==> src/rtl/z16_seq_ctrl.sv <==
// z16_seq_ctrl: multi-cycle FETCH/DECODE/EXEC/MEM/WB sequencer for a 16-bit core
// Ports:
//   i_clk, i_rst                 clock, synchronous active-high reset
//   o_pc                         current instruction address
//   o_imem_req/i_imem_ack/i_imem_rdata  instruction fetch handshake
//   o_instr                      latched instruction word for the external decoder
//   i_opecode/i_rd_wen/i_mem_wen decoder outputs for o_instr
//   i_br_taken/i_br_target       branch decision from execute, used only in WB
//   o_dmem_req/o_dmem_we/i_dmem_ack     data memory handshake
//   o_rf_we                      register-file write strobe
//   o_retire/o_retire_cnt        retire pulse and wrapping retire count
//   o_state/o_halted             FSM state (FETCH=0..HALT=5) and halt flag
// Optional: define Z16_SEQ_HALT_EN to make 16'hFFFF a halt instruction.
module z16_seq_ctrl (
  input  logic        i_clk,
  input  logic        i_rst,
  output logic [15:0] o_pc,
  output logic        o_imem_req,
  input  logic        i_imem_ack,
  input  logic [15:0] i_imem_rdata,
  output logic [15:0] o_instr,
  input  logic [3:0]  i_opecode,
  input  logic        i_rd_wen,
  input  logic        i_mem_wen,
  input  logic        i_br_taken,
  input  logic [15:0] i_br_target,
  output logic        o_dmem_req,
  output logic        o_dmem_we,
  input  logic        i_dmem_ack,
  output logic        o_rf_we,
  output logic        o_retire,
  output logic [15:0] o_retire_cnt,
  output logic [2:0]  o_state,
  output logic        o_halted
);
  typedef enum logic [2:0] {
    FETCH  = 3'd0,
    DECODE = 3'd1,
    EXEC   = 3'd2,
    MEM    = 3'd3,
    WB     = 3'd4,
    HALT   = 3'd5
  } state_t;
  state_t      state_q, state_d;
  logic [15:0] pc_q, pc_d, instr_q, instr_d, cnt_q, cnt_d;
  logic        imem_req_q, imem_req_d, dmem_req_q, dmem_req_d, dmem_we_q, dmem_we_d;
  logic        rf_we_q, rf_we_d, retire_q, retire_d, is_halt, is_mem;
`ifdef Z16_SEQ_HALT_EN
  assign is_halt  = instr_q == 16'hFFFF;
  assign o_halted = state_q == HALT;
`else
  assign is_halt  = 1'b0;
  assign o_halted = 1'b0;
`endif
  assign is_mem = i_opecode == 4'hA || i_opecode == 4'hB;
  // Strobes are registered from the next state so they are clean Moore outputs.
  always_comb begin
    state_d = state_q;
    pc_d    = pc_q;
    instr_d = instr_q;
    case (state_q)
      FETCH:  if (i_imem_ack) begin
        instr_d = i_imem_rdata;
        state_d = DECODE;
      end
      DECODE: state_d = EXEC;
      EXEC:   state_d = is_halt ? HALT : is_mem ? MEM : WB;
      MEM:    if (i_dmem_ack) state_d = WB;
      WB: begin
        pc_d    = i_br_taken ? i_br_target : pc_q + 16'd2;
        state_d = FETCH;
      end
      HALT:   state_d = HALT;
      default: state_d = FETCH;
    endcase
    imem_req_d = state_d == FETCH;
    dmem_req_d = state_d == MEM;
    // write-enable is captured on MEM entry and frozen for the whole handshake
    dmem_we_d  = state_d == MEM && (state_q == MEM ? dmem_we_q : i_mem_wen);
    rf_we_d    = state_d == WB && i_rd_wen;
    retire_d   = state_d == WB || (state_d == HALT && state_q == EXEC);
    // count advances at the end of each retire pulse
    cnt_d      = cnt_q + {15'd0, retire_q};
  end
  always_ff @(posedge i_clk) begin
    if (i_rst) begin
      state_q    <= FETCH;
      pc_q       <= 16'h0000;
      instr_q    <= 16'h0000;
      cnt_q      <= 16'h0000;
      imem_req_q <= 1'b1;
      dmem_req_q <= 1'b0;
      dmem_we_q  <= 1'b0;
      rf_we_q    <= 1'b0;
      retire_q   <= 1'b0;
    end else begin
      state_q    <= state_d;
      pc_q       <= pc_d;
      instr_q    <= instr_d;
      cnt_q      <= cnt_d;
      imem_req_q <= imem_req_d;
      dmem_req_q <= dmem_req_d;
      dmem_we_q  <= dmem_we_d;
      rf_we_q    <= rf_we_d;
      retire_q   <= retire_d;
    end
  end
  assign o_pc         = pc_q;
  assign o_instr      = instr_q;
  assign o_retire_cnt = cnt_q;
  assign o_imem_req   = imem_req_q;
  assign o_dmem_req   = dmem_req_q;
  assign o_dmem_we    = dmem_we_q;
  assign o_rf_we      = rf_we_q;
  assign o_retire     = retire_q;
  assign o_state      = state_q;
endmodule

==> config.mk <==
export PLATFORM = sky130hd
export DESIGN_NAME = z16_seq_ctrl
export DESIGN_NICKNAME = d
export VERILOG_FILES = /design/src/rtl/z16_seq_ctrl.sv
export SDC_FILE = /design/constraint.sdc
export NUM_CORES = 1
export LEC_CHECK = 0
export CORE_MARGIN = 1.5
export CORE_UTILIZATION = 30
export DETAILED_ROUTE_END_ITERATION = 8
export PLACE_DENSITY = 0.54
export SKIP_LAST_GASP = 1
export SYNTH_ARGS = -nofsm -noshare
export SYNTH_HDL_FRONTEND = slang
export SYNTH_SLANG_ARGS = --single-unit
==> constraint.sdc <==
create_clock -name i_clk -period 2.05 [get_ports i_clk]
set_input_delay 0.205 -clock i_clk [delete_from_list [all_inputs] [get_ports i_clk]]
set_output_delay 0.205 -clock i_clk [all_outputs]
set_load 0.03 [all_outputs]
==> qor.json, run 1 <==
{
  "highest_layer": "met4",
  "critPathSlowestCell": "sky130_fd_sc_hd__dfxtp_1",
  "slew_viol_final": 0,
  "fin_nets": 469,
  "place.detailed.hpwl_um": 5050,
  "design.core.area_sq_um": 8340,
  "ys_seq_area_share_pct": 42.9,
  "pin_count": 100,
  "synth-edff-count": 0,
  "cts_hold_buffers": 0,
  "power.combinational.fraction_pct": 18.1,
  "wl_met2_um": 3240,
  "yosysWarnings": 0,
  "routedLengthMet1_um": 3360,
  "design_power_total_uw": 2150,
  "worstSkewPairLatency_ns": 0.31,
  "tritoncts.num_buffers": 5,
  "yosys.cell_types.count": 47,
  "drt-wirelength-per-cell_um": 13.4,
  "ys_async_sr_fraction_pct": 0,
  "vertical_die_dimension_um": 96.4,
  "finalWeightedCongestion": 0.718,
  "routed_wl_um": 7080,
  "element_type_at_the_critical_path_end": "flop",
  "power.share.switching_pct": 27.9,
  "cell_internal_pwr_uw": 1550,
  "finalSetupViolCount": 0,
  "leakagePower_uw": 0.00131,
  "critPathMaxFanout": 7,
  "rsz0062_at_grt": "no",
  "min_period_ns": 1.85,
  "post_synth_instance_area_sq_um": 2620,
  "avgViaCountPerCell": 4.88,
  "grt_first_pass_wirelength_um": 11300,
  "switching_power_uw": 602,
  "cp-start-kind": "flop",
  "count_of_standard_cell_rows": 33,
  "worst-endpoint-required_ns": 2.23,
  "drv.max_cap_violation_count": 0,
  "clock_tree.root_cell": "sky130_fd_sc_hd__clkbuf_8",
  "die_area_sq_um": 9290,
  "syn_inst": 323,
  "route.detailed.drc": 0,
  "via_count_of_the_first_global_routing_pass": 2394,
  "clk_path_buf_depth": 2,
  "antenna_cells_inserted": 0,
  "status": "complete, no violations",
  "synth_top_flop_cell": "sky130_fd_sc_hd__dfxtp_1",
  "ant_nets": 0,
  "clk_transition_reported_paths_ns": 0.10,
  "worst_ep_arrival_time_ns": 2.03,
  "max_freq_mhz": 539,
  "power.clock.fraction_pct": 28.8,
  "grt.total_usage_pct": 15.5,
  "final-hold-violation-count": 0,
  "drive_gt1_share_pct": 8.49,
  "cp_slowest_stage_delay_ns": 0.48,
  "dr_total_vias": 2579,
  "period_share_pct": 90.4,
  "timing.slew.headroom_pct": 60.2,
  "grt_antenna_before_repair": 0,
  "tritoncts_clock_tree": "built",
  "vdd.ir_drop.worst_v": 0.000207,
  "synth.net_count": 369,
  "flow.area_growth_from_synthesis_pct": 46.6,
  "floorplan.initialDensity_pct": 31.4,
  "setup-tns-final_ns": 0,
  "globalRoute.totalOverflow": 0,
  "syn_area_per_cell_sq_um": 8.10,
  "setup_skew_after_layout_ns": 0.00720,
  "share_seq_of_total_power_pct": 53.1,
  "initialDrtViolationCount": 70,
  "holdCritPathClass": "in2reg",
  "maximum_number_of_pins_on_one_net_before_global_route_repair": 29,
  "port-buffer-count": 97,
  "count_of_tritonroute_iterations_in_the_first_routing_pass": 4,
  "timing.setup.critical_path_class": "reg2reg",
  "path_cells": "ha_1 -> nand4_1 -> or2_2 -> o311ai_0 -> a31oi_1",
  "power.density_cell_area_nw_per_um2": 562,
  "worst-slew-pin-transition_ns": 0.597,
  "yosys_register_bits": 56,
  "clock_tree.htree_level_count": 2,
  "cts.sinks": 56,
  "die_width_um": 96.4,
  "met3WireLength_um": 435
}
[power by group through the flow]
stage / clock network [uW] / registers (uW) / logic [uW]
2_1_floorplan: 0 / 1240 / 136
6_report: 621 / 1140 / 389
4_1_cts: 660 / 1150 / 393
3_3_place_gp: 0 / 1170 / 390
3_5_place_dp: 0 / 1170 / 392
5_1_grt: 697 / 1150 / 424
[synthesized netlist by cell type (2+ instances only)]
cell type,count,area share (%)
sky130_fd_sc_hd__dfxtp_1,56,43
sky130_fd_sc_hd__mux2i_1,6,2.3
sky130_fd_sc_hd__and3_2,2,0.57
sky130_fd_sc_hd__or3_1,5,1.2
sky130_fd_sc_hd__xor2_1,2,0.67
sky130_fd_sc_hd__nor3_1,10,1.9
sky130_fd_sc_hd__xnor2_1,7,2.3
sky130_fd_sc_hd__o41ai_1,2,0.67
sky130_fd_sc_hd__or2_2,2,0.48
sky130_fd_sc_hd__nand4_1,5,1.2
sky130_fd_sc_hd__a211oi_1,2,0.57
sky130_fd_sc_hd__and3_1,2,0.48
sky130_fd_sc_hd__a22oi_1,2,0.57
sky130_fd_sc_hd__inv_1,11,1.6
sky130_fd_sc_hd__or4_1,4,1.1
sky130_fd_sc_hd__nand2b_1,2,0.48
sky130_fd_sc_hd__ha_1,3,1.4
sky130_fd_sc_hd__clkbuf_1,14,2.0
sky130_fd_sc_hd__nand3_1,16,3.1
sky130_fd_sc_hd__nor2_1,23,3.3
sky130_fd_sc_hd__nand2_1,55,7.9
sky130_fd_sc_hd__o21bai_1,2,0.57
sky130_fd_sc_hd__nor2b_1,6,1.4
sky130_fd_sc_hd__o311ai_0,2,0.67
sky130_fd_sc_hd__a31oi_1,8,1.9
sky130_fd_sc_hd__a21oi_1,32,6.1
sky130_fd_sc_hd__nor4_1,6,1.4
sky130_fd_sc_hd__clkbuf_8,3,1.6
sky130_fd_sc_hd__or3b_2,2,0.67
sky130_fd_sc_hd__o21ai_0,8,1.5
sky130_fd_sc_hd__a21o_1,2,0.57
sky130_fd_sc_hd__buf_4,2,0.57
sky130_fd_sc_hd__o31ai_1,5,1.4
[per-layer routing]
layer / up-vias / global-route usage, %
li1: 1330 / -
met1: 1168 / 20.6
met2: 76 / 25.5
met3: 5 / 3.08
met4: 0 / 3.62
met5: - / 0
[critical path: cells and delay by family, from the launching register on]
family	cells	cell delay [ns]
DFF	1	0.48
adders and majority gates	1	0.25
AOI/OAI and AO/OA	2	0.41
and+or+nand+nor	2	0.58
[per-stage QoR]
stage | cells | instance area [sq um] | hold slack [ns] | utilization (%) | setup slack, ns
after floorplan | 323 | 2620 | 0.338 | - | 0.0758
after global placement | 521 | 3740 | 0.441 | 44.9 | 0.118
after detailed placement | 521 | 3740 | 0.446 | 44.9 | 0.0987
after CTS | 529 | 3830 | 0.373 | 45.9 | 0.178
after global routing | 529 | 3830 | 0.412 | 45.9 | 0.0349
final | 529 | 3830 | 0.377 | 45.9 | 0.196
[path summary, 6_finish.rpt]
check                           startpoint         end  cells after the start  slack (ns)
worst max-delay path               o_pc[1]    o_pc[11]                      5        0.20
worst min-delay path                 i_rst  o_state[0]                      2        0.38
worst max register to register     o_pc[1]    o_pc[11]                      5        0.20
worst min register to register  o_instr[7]  o_instr[7]                      2        0.46
[state kept, by name, summed over array words and instances (netlist names)]
register / count
o_dmem_req: 1
o_dmem_we: 1
o_retire_cnt: 16
o_state: 3
o_retire: 1
o_imem_req: 1
o_rf_we: 1
o_pc: 16
o_instr: 16
[cell usage in the layout (no fill, tap or decap), drive strengths merged, types with 3 or more instances in the layout]
| master | synthesis | routed |
|---|---|---|
| a21oi | 32 | 32 |
| a31oi | 8 | 8 |
| and3 | 4 | 4 |
| buf | 4 | 18 |
| clkbuf | 17 | 5 |
| clkdlybuf4s50 | 0 | 96 |
| dfxtp | 56 | 56 |
| ha | 3 | 3 |
| inv | 11 | 12 |
| mux2i | 6 | 6 |
| nand2 | 55 | 55 |
| nand3 | 16 | 16 |
| nand4 | 6 | 6 |
| nor2 | 23 | 23 |
| nor2b | 6 | 6 |
| nor3 | 10 | 10 |
| nor4 | 6 | 6 |
| o21ai | 8 | 8 |
| o31ai | 5 | 5 |
| or3 | 5 | 5 |
| or4 | 4 | 4 |
| xnor2 | 7 | 7 |
[cell families after synthesis]
| group | synth area share [%] |
|---|---|
| AOI/OAI and AO/OA | 16.3 |
| xor gates and xnor gates | 3.01 |
| adders and majority gates | 1.44 |
| buffers and inverters | 6.32 |
| DFF | 42.9 |
| muxes | 2.30 |
| other | 0.143 |
| and+or+nand+nor | 27.7 |
[area by class of cell]
class                           count  area [sq um]
Clock buffer                        5          68.8
Tap cell                          105           131
Multi-Input combinational cell    235          1340
Sequential cell                    56          1120
Clock inverter                      3          21.3
Inverter                           11          41.3
Fill cell                         849          4510
Timing Repair Buffer              114          1110
[what timing repair did]
| action | 4_1_cts | 5_1_grt |
|---|---|---|
| setup buffers | 0 | 0 |
| hold endpoints to repair | 0 | 0 |
| gates resized for setup | 0 | 1 |
| setup endpoints to repair | 0 | 1 |
(Power assumes the default switching activity.)
==> run 2: changes to the inputs <==
--- a/config.mk
+++ b/config.mk
@@ -9,6 +9,7 @@
 export CORE_UTILIZATION = 30
 export DETAILED_ROUTE_END_ITERATION = 8
 export PLACE_DENSITY = 0.54
+export RECOVER_POWER = 100
 export SKIP_LAST_GASP = 1
 export SYNTH_ARGS = -nofsm -noshare
 export SYNTH_HDL_FRONTEND = slang
==> run 2 against run 1 <==
Die area did not move. Final area decreased by 0.46%. Critical path depth decreased by 3. Core utilization decreased by 0.21 points. First-iteration DRC count decreased by 5.7%. Flip-flop and latch count is the same. Clock skew decreased by 0.0015 ns. Fmax decreased by 2.8%. Combinational power fell by 4%. Global-route usage stayed put. Count of clock-buffer cells in the layout unchanged. Critical path type is now reg2out. Largest cell class unchanged. Largest power group unchanged.
==> qor.json, run 2 (synthesized netlist as in run 1, its figures left out) <==
{
  "status": "complete, no violations",
  "count_of_tritonroute_iterations_in_the_first_routing_pass": 4,
  "drt-wirelength-per-cell_um": 13.3,
  "period_share_pct": 93.0,
  "place.detailed.hpwl_um": 5050,
  "rrSetupSlack_ns": 0.19,
  "final_cell_mix": "sky130_fd_sc_hd__dfxtp_1, sky130_fd_sc_hd__dlygate4sd3_1, sky130_fd_sc_hd__nand2_1",
  "clock_tree.htree_level_count": 2,
  "initialDrtViolationCount": 66,
  "avgViaCountPerCell": 4.84,
  "hold-path-cell-count": 2,
  "die_width_um": 96.4,
  "critical_path.reg2reg.startpoint": "o_pc[1]",
  "count_of_standard_cell_rows": 33,
  "drv.max_cap_violation_count": 0,
  "cts.sinks": 56,
  "timing.setup.critical_path_class": "reg2out",
  "via_count_of_the_first_global_routing_pass": 2394,
  "cp-start-kind": "flop",
  "route.detailed.drc": 0,
  "worst-endpoint-required_ns": 1.85,
  "vertical_die_dimension_um": 96.4,
  "worstSkewPairLatency_ns": 0.31,
  "r2r_depth": 5,
  "clock_tree.root_cell": "sky130_fd_sc_hd__clkbuf_8",
  "tritoncts.num_buffers": 5,
  "globalRoute.totalOverflow": 0,
  "cts.repair_timing.setup_buffer_count": 0,
  "leakagePower_uw": 0.00148,
  "clk_path_buf_depth": 2,
  "port-buffer-count": 97,
  "critPathMaxFanout": 10,
  "tritoncts_clock_tree": "built",
  "setup-tns-final_ns": 0,
  "multi_input_comb_area_sq_um": 1340,
  "worst_ep_arrival_time_ns": 1.70,
  "floorplan.initialDensity_pct": 31.4,
  "min-delay-start": "i_rst",
  "min_to": "o_state[0]",
  "antenna_cells_inserted": 0,
  "maximum_number_of_pins_on_one_net_before_global_route_repair": 29,
  "critPathLaunch": "o_state[0]",
  "finalWeightedCongestion": 0.718,
  "finish.cell_count_without_fillers": 529,
  "slew_viol_final": 0,
  "seqCellArea_sq_um": 1120,
  "setup_skew_after_layout_ns": 0.00573,
  "die_area_sq_um": 9290,
  "min_period_ns": 1.91,
  "final-hold-violation-count": 0,
  "cts_hold_buffers": 0,
  "rsz0062_at_grt": "no",
  "design.core.area_sq_um": 8340,
  "placed_cells": 521,
  "design_power_total_uw": 2140,
  "power.density_cell_area_nw_per_um2": 560,
  "worst-slew-pin-transition_ns": 0.603,
  "vdd.ir_drop.worst_v": 0.000207,
  "regToRegEndpoint": "o_pc[11]",
  "ant_nets": 0,
  "fin_nets": 469,
  "dr_total_vias": 2563,
  "timing.slew.headroom_pct": 59.8,
  "holdCritPathClass": "in2reg",
  "final_core_util_pct": 45.7,
  "grt_antenna_before_repair": 0,
  "element_type_at_the_critical_path_end": "output pin",
  "pin_count": 100,
  "max_freq_mhz": 524,
  "drive_gt1_share_pct": 7.78,
  "grt.total_usage_pct": 15.5,
  "clk_transition_reported_paths_ns": 0.10,
  "finalSetupViolCount": 0,
  "flow.area_growth_from_synthesis_pct": 45.9,
  "grt_first_pass_wirelength_um": 11300,
  "routed_wl_um": 7060,
  "n_fill_cell": 852
}
[run 2: cell types whose count changed in the layout (fill, tap and decap cells not counted)]
cell,change
sky130_fd_sc_hd__clkdlybuf4s50_1,-56
sky130_fd_sc_hd__dlygate4sd3_1,+56
sky130_fd_sc_hd__buf_4,-4
sky130_fd_sc_hd__clkbuf_1,+2
sky130_fd_sc_hd__clkbuf_2,+2
sky130_fd_sc_hd__nor3b_1,+1
sky130_fd_sc_hd__nor3b_2,-1
[run 2: worst max-delay path by stage]
stage,endpoint,slack [ns],depth (start not counted)
after floorplan,o_pc[14],0.08,5
after global placement,o_instr[4],0.12,4
after detailed placement,o_instr[7],0.1,4
after CTS,o_pc[11],0.18,5
after global routing,o_pc[11],0.04,5
final,o_state[0],0.14,2
[run 2: final cells by class]
type | instances | area share [%]
multi-input cells | 235 | 35.1
clock inverters | 3 | 0.558
clock buffers | 5 | 1.80
repair buffers | 114 | 28.7
inverters | 11 | 1.08
flip-flops and latches | 56 | 29.4
well taps | 105 | 3.44
[run 2: report_power, final]
group	total (uW)	internal, uW	switching, uW
clock	620	244	376
sequential	1140	1120	21.1
combinational	375	174	202
total	2140	1540	599
[run 2: routing by layer]
| metal | up-vias | GRT usage [%] | wire length, um |
|---|---|---|---|
| met5 | - | 0 | 0 |
| met4 | 0 | 3.62 | 48 |
| met3 | 5 | 3.08 | 399 |
| met2 | 64 | 25.5 | 3200 |
| met1 | 1163 | 20.6 | 3410 |
| li1 | 1331 | - | - |
[run 2: worst max-delay path, cell delays in order (launching register included)]
cell and delay, ns:
sky130_fd_sc_hd__dfxtp_1 0.43, sky130_fd_sc_hd__buf_4 0.21, sky130_fd_sc_hd__dlygate4sd3_1 0.75
[run 2: through the flow]
stage               setup WS (ns)  area [sq um]  hold WS (ns)
global route               0.0399          3810         0.412
finish                      0.143          3810         0.380
floorplan                  0.0758          2620         0.338
detailed placement         0.0987          3740         0.446
CTS                         0.178          3830         0.373
global placement            0.118          3740         0.441
[run 2: what timing repair did]
action	4_1_cts	5_1_grt
gates resized for setup	0	1
setup endpoints to repair	0	1
hold endpoints to repair	0	0
==> edit: new RTL, config.mk and constraints of run 2 <==
Register the input `i_br_target` before use, cleared by the reset. The logic sees it one clock later. The other inputs are not delayed to match.
--- a/src/rtl/z16_seq_ctrl.sv
+++ b/src/rtl/z16_seq_ctrl.sv
@@ -42,4 +42,15 @@
     HALT   = 3'd5
   } state_t;
+
+  logic [15:0] i_br_target_q;
+
+  always_ff @(posedge i_clk) begin
+    if (i_rst) begin
+      i_br_target_q <= '0;
+    end else begin
+      i_br_target_q <= i_br_target;
+    end
+  end
+
   state_t      state_q, state_d;
   logic [15:0] pc_q, pc_d, instr_q, instr_d, cnt_q, cnt_d;
@@ -68,5 +79,5 @@
       MEM:    if (i_dmem_ack) state_d = WB;
       WB: begin
-        pc_d    = i_br_taken ? i_br_target : pc_q + 16'd2;
+        pc_d    = i_br_taken ? i_br_target_q : pc_q + 16'd2;
         state_d = FETCH;
       end
Behaviour: not the same (a bounded check fails within 10 cycles, from zero or initial values and one cycle with i_rst high).
==> edit against run 2 <==
  * Total power up 57%
  * Synthesized area up 14%
  * Die area up 14%
  * Wire length up 11%
  * Setup slack better by 0.0057 ns
  * Final area up 15%
  * Sequential cell count up 16
  * Sequential share of layout area up 3.5 points
  * Sequential power up 31%
  * Critical path type is now reg -> reg
  * Largest power group unchanged
==> edit: results (changes against run 2) <==
----------------------------------------------------
[GRT]
  Via count of the first global-routing pass ... 2415 (+0.88%)
  Global router's overall resource usage ... 15.0% (-0.45 points)
  Pin count of the biggest net entering global routing ... 43 (+48%)
  Wire length of the first global-routing pass ... 12300 um (+8.4%)

[Cells and area]
  NonClk Buf Share ... 24.6% (-4.0 points)
  Multi-input logic cell count ... 248 (+5.5%)
  Fillers ... 1009 (+18%)
  Number of nets in the final layout ... 496 (+5.8%)
  Clkbuf count ... 11 (+6)
  Layout cell share with drive strength beyond 1 ... 7.25% (-0.53 points)
  Non-Clock Inverter Count ... 5 (-6)
  Sequential cell area share ... 32.9% (+3.5 points)

[Pwr]
  Standby leakage power ... 1.69 nW (+14%)
  Power in the clock group ... 0.00142 W (+130%)
  Clock network fraction of design power ... 42.4% (+13 points)
  Combinational logic power ... 0.000447 W (+19%)
  Switching component of the power ... 0.000829 W (+38%)

[Worst setup path]
  Critical path arrival ... 2.16 ns (+0.46 ns)
  Worst R2R Start ... o_pc[2]
  Critical path peak fanout ... 5 (-5)
  Register-to-register path setup slack ... 0.15 ns (-0.04 ns)

[Worst hold path]
  Hold endpoint ... o_state[2]

[Synthesis]
  Number of different library cells in the post-synthesis netlist ... 45 (-4.3%)
  Post-Synthesis Net Count ... 395 (+7.0%)
  Share of synthesized area occupied by flip-flops and latches ... 48.2% (+5.3 points)
  Post-synth EDFFs ... 0 (unchanged)
  Synth top area cells ... dfxtp_1 48%, nand2_1 6.4%, a21oi_1 4.7%
  Top post-synthesis cells by count ... 72 x dfxtp_1, 51 x nand2_1, 28 x a21oi_1, 21 x nor2_1, 21 x nor2b_1

[Place]
  Routability-driven placement congestion ratio ... 0.811 (+13%)
  DPL Wire Length ... 5340 um (+5.7%)

[Clocking]
  Total clock sinks ... 72 (+29%)
  Clock latency on the worst-skew pair ... 0.34 ns (+0.03 ns)
  Total number of H-tree levels ... 3 (+1)
  Clock transition time at the flip-flop clock pins of the worst setup and hold paths ... 0.08 ns (-0.02 ns)
  Num CTS Buffers ... 9 (+4)

[Status]
  Outcome ... complete, no violations

[STA]
  Worst Clk Skew ... 0.00875 ns (+0.00301 ns)
  Slew at the pin closest to its max-slew limit ... 1.04 ns (+0.440 ns)
  Smallest hold slack ... 0.257 ns (-0.123 ns)

[Drt]
  DR WL/cell ... 13.3 um (-0.33%)

----------------------------------------------------
-- edit: changes by cell type in the layout (fill, tap and decap cells not counted), moves of 4 or more --
cell	change
dfxtp_1	+15
a21oi_1	-4
nor2b_1	+15
nand4_1	+4
and3_1	+4
clkbuf_1	+4
clkbuf_8	+6
inv_1	-6
xor2_1	+4
nand2_1	-4
-- edit: metrics by stage --
stage	setup slack (ns)	util, %	cell area (sq um)	cells
global route	0.0293	45.1	4390	588
finish	0.148	45.1	4390	588
detailed placement	0.150	42.8	4170	572
floorplan	0.0833	-	2990	349
CTS	0.0930	45.4	4420	588
global placement	0.197	42.8	4170	572
-- edit: critical path, cell delays in order, from the launching register on --
cell and delay (ns):
dfxtp_1 0.41, ha_2 0.25, nand4_1 0.16, or2_2 0.34, or4_1 0.47, a31oi_1 0.20
-- edit: cells by family after synthesis --
family,count (synthesis),synth area share (%)
mux,7,2.34
buf+inv,29,4.06
simple gates,164,28.5
xor+xnor,10,2.93
fa+ha+maj,3,1.26
compound gates,63,12.6
flops,72,48.2
other cells,1,0.125
-- edit: worst max path at each step --
| stage | start | endpoint | slack [ns] | depth (start not counted) |
|---|---|---|---|---|
| final | o_pc[2] | o_pc[11] | 0.15 | 5 |
| after global routing | o_pc[2] | o_pc[11] | 0.03 | 5 |
| after CTS | o_pc[1] | o_pc[11] | 0.09 | 5 |
| after detailed placement | o_pc[1] | o_pc[11] | 0.15 | 5 |
| after global placement | o_pc[1] | o_pc[11] | 0.20 | 5 |
| after floorplan | o_pc[4] | o_pc[12] | 0.08 | 5 |
-- edit: metal layers --
layer  vias up  GRT usage [%]  routed length [um]
li1       1426              -                   -
met1      1279           20.4                3680
met2        63           22.5                3630
met3         7           3.86                 396
met5         -              0                   0
met4         0           6.55                 104
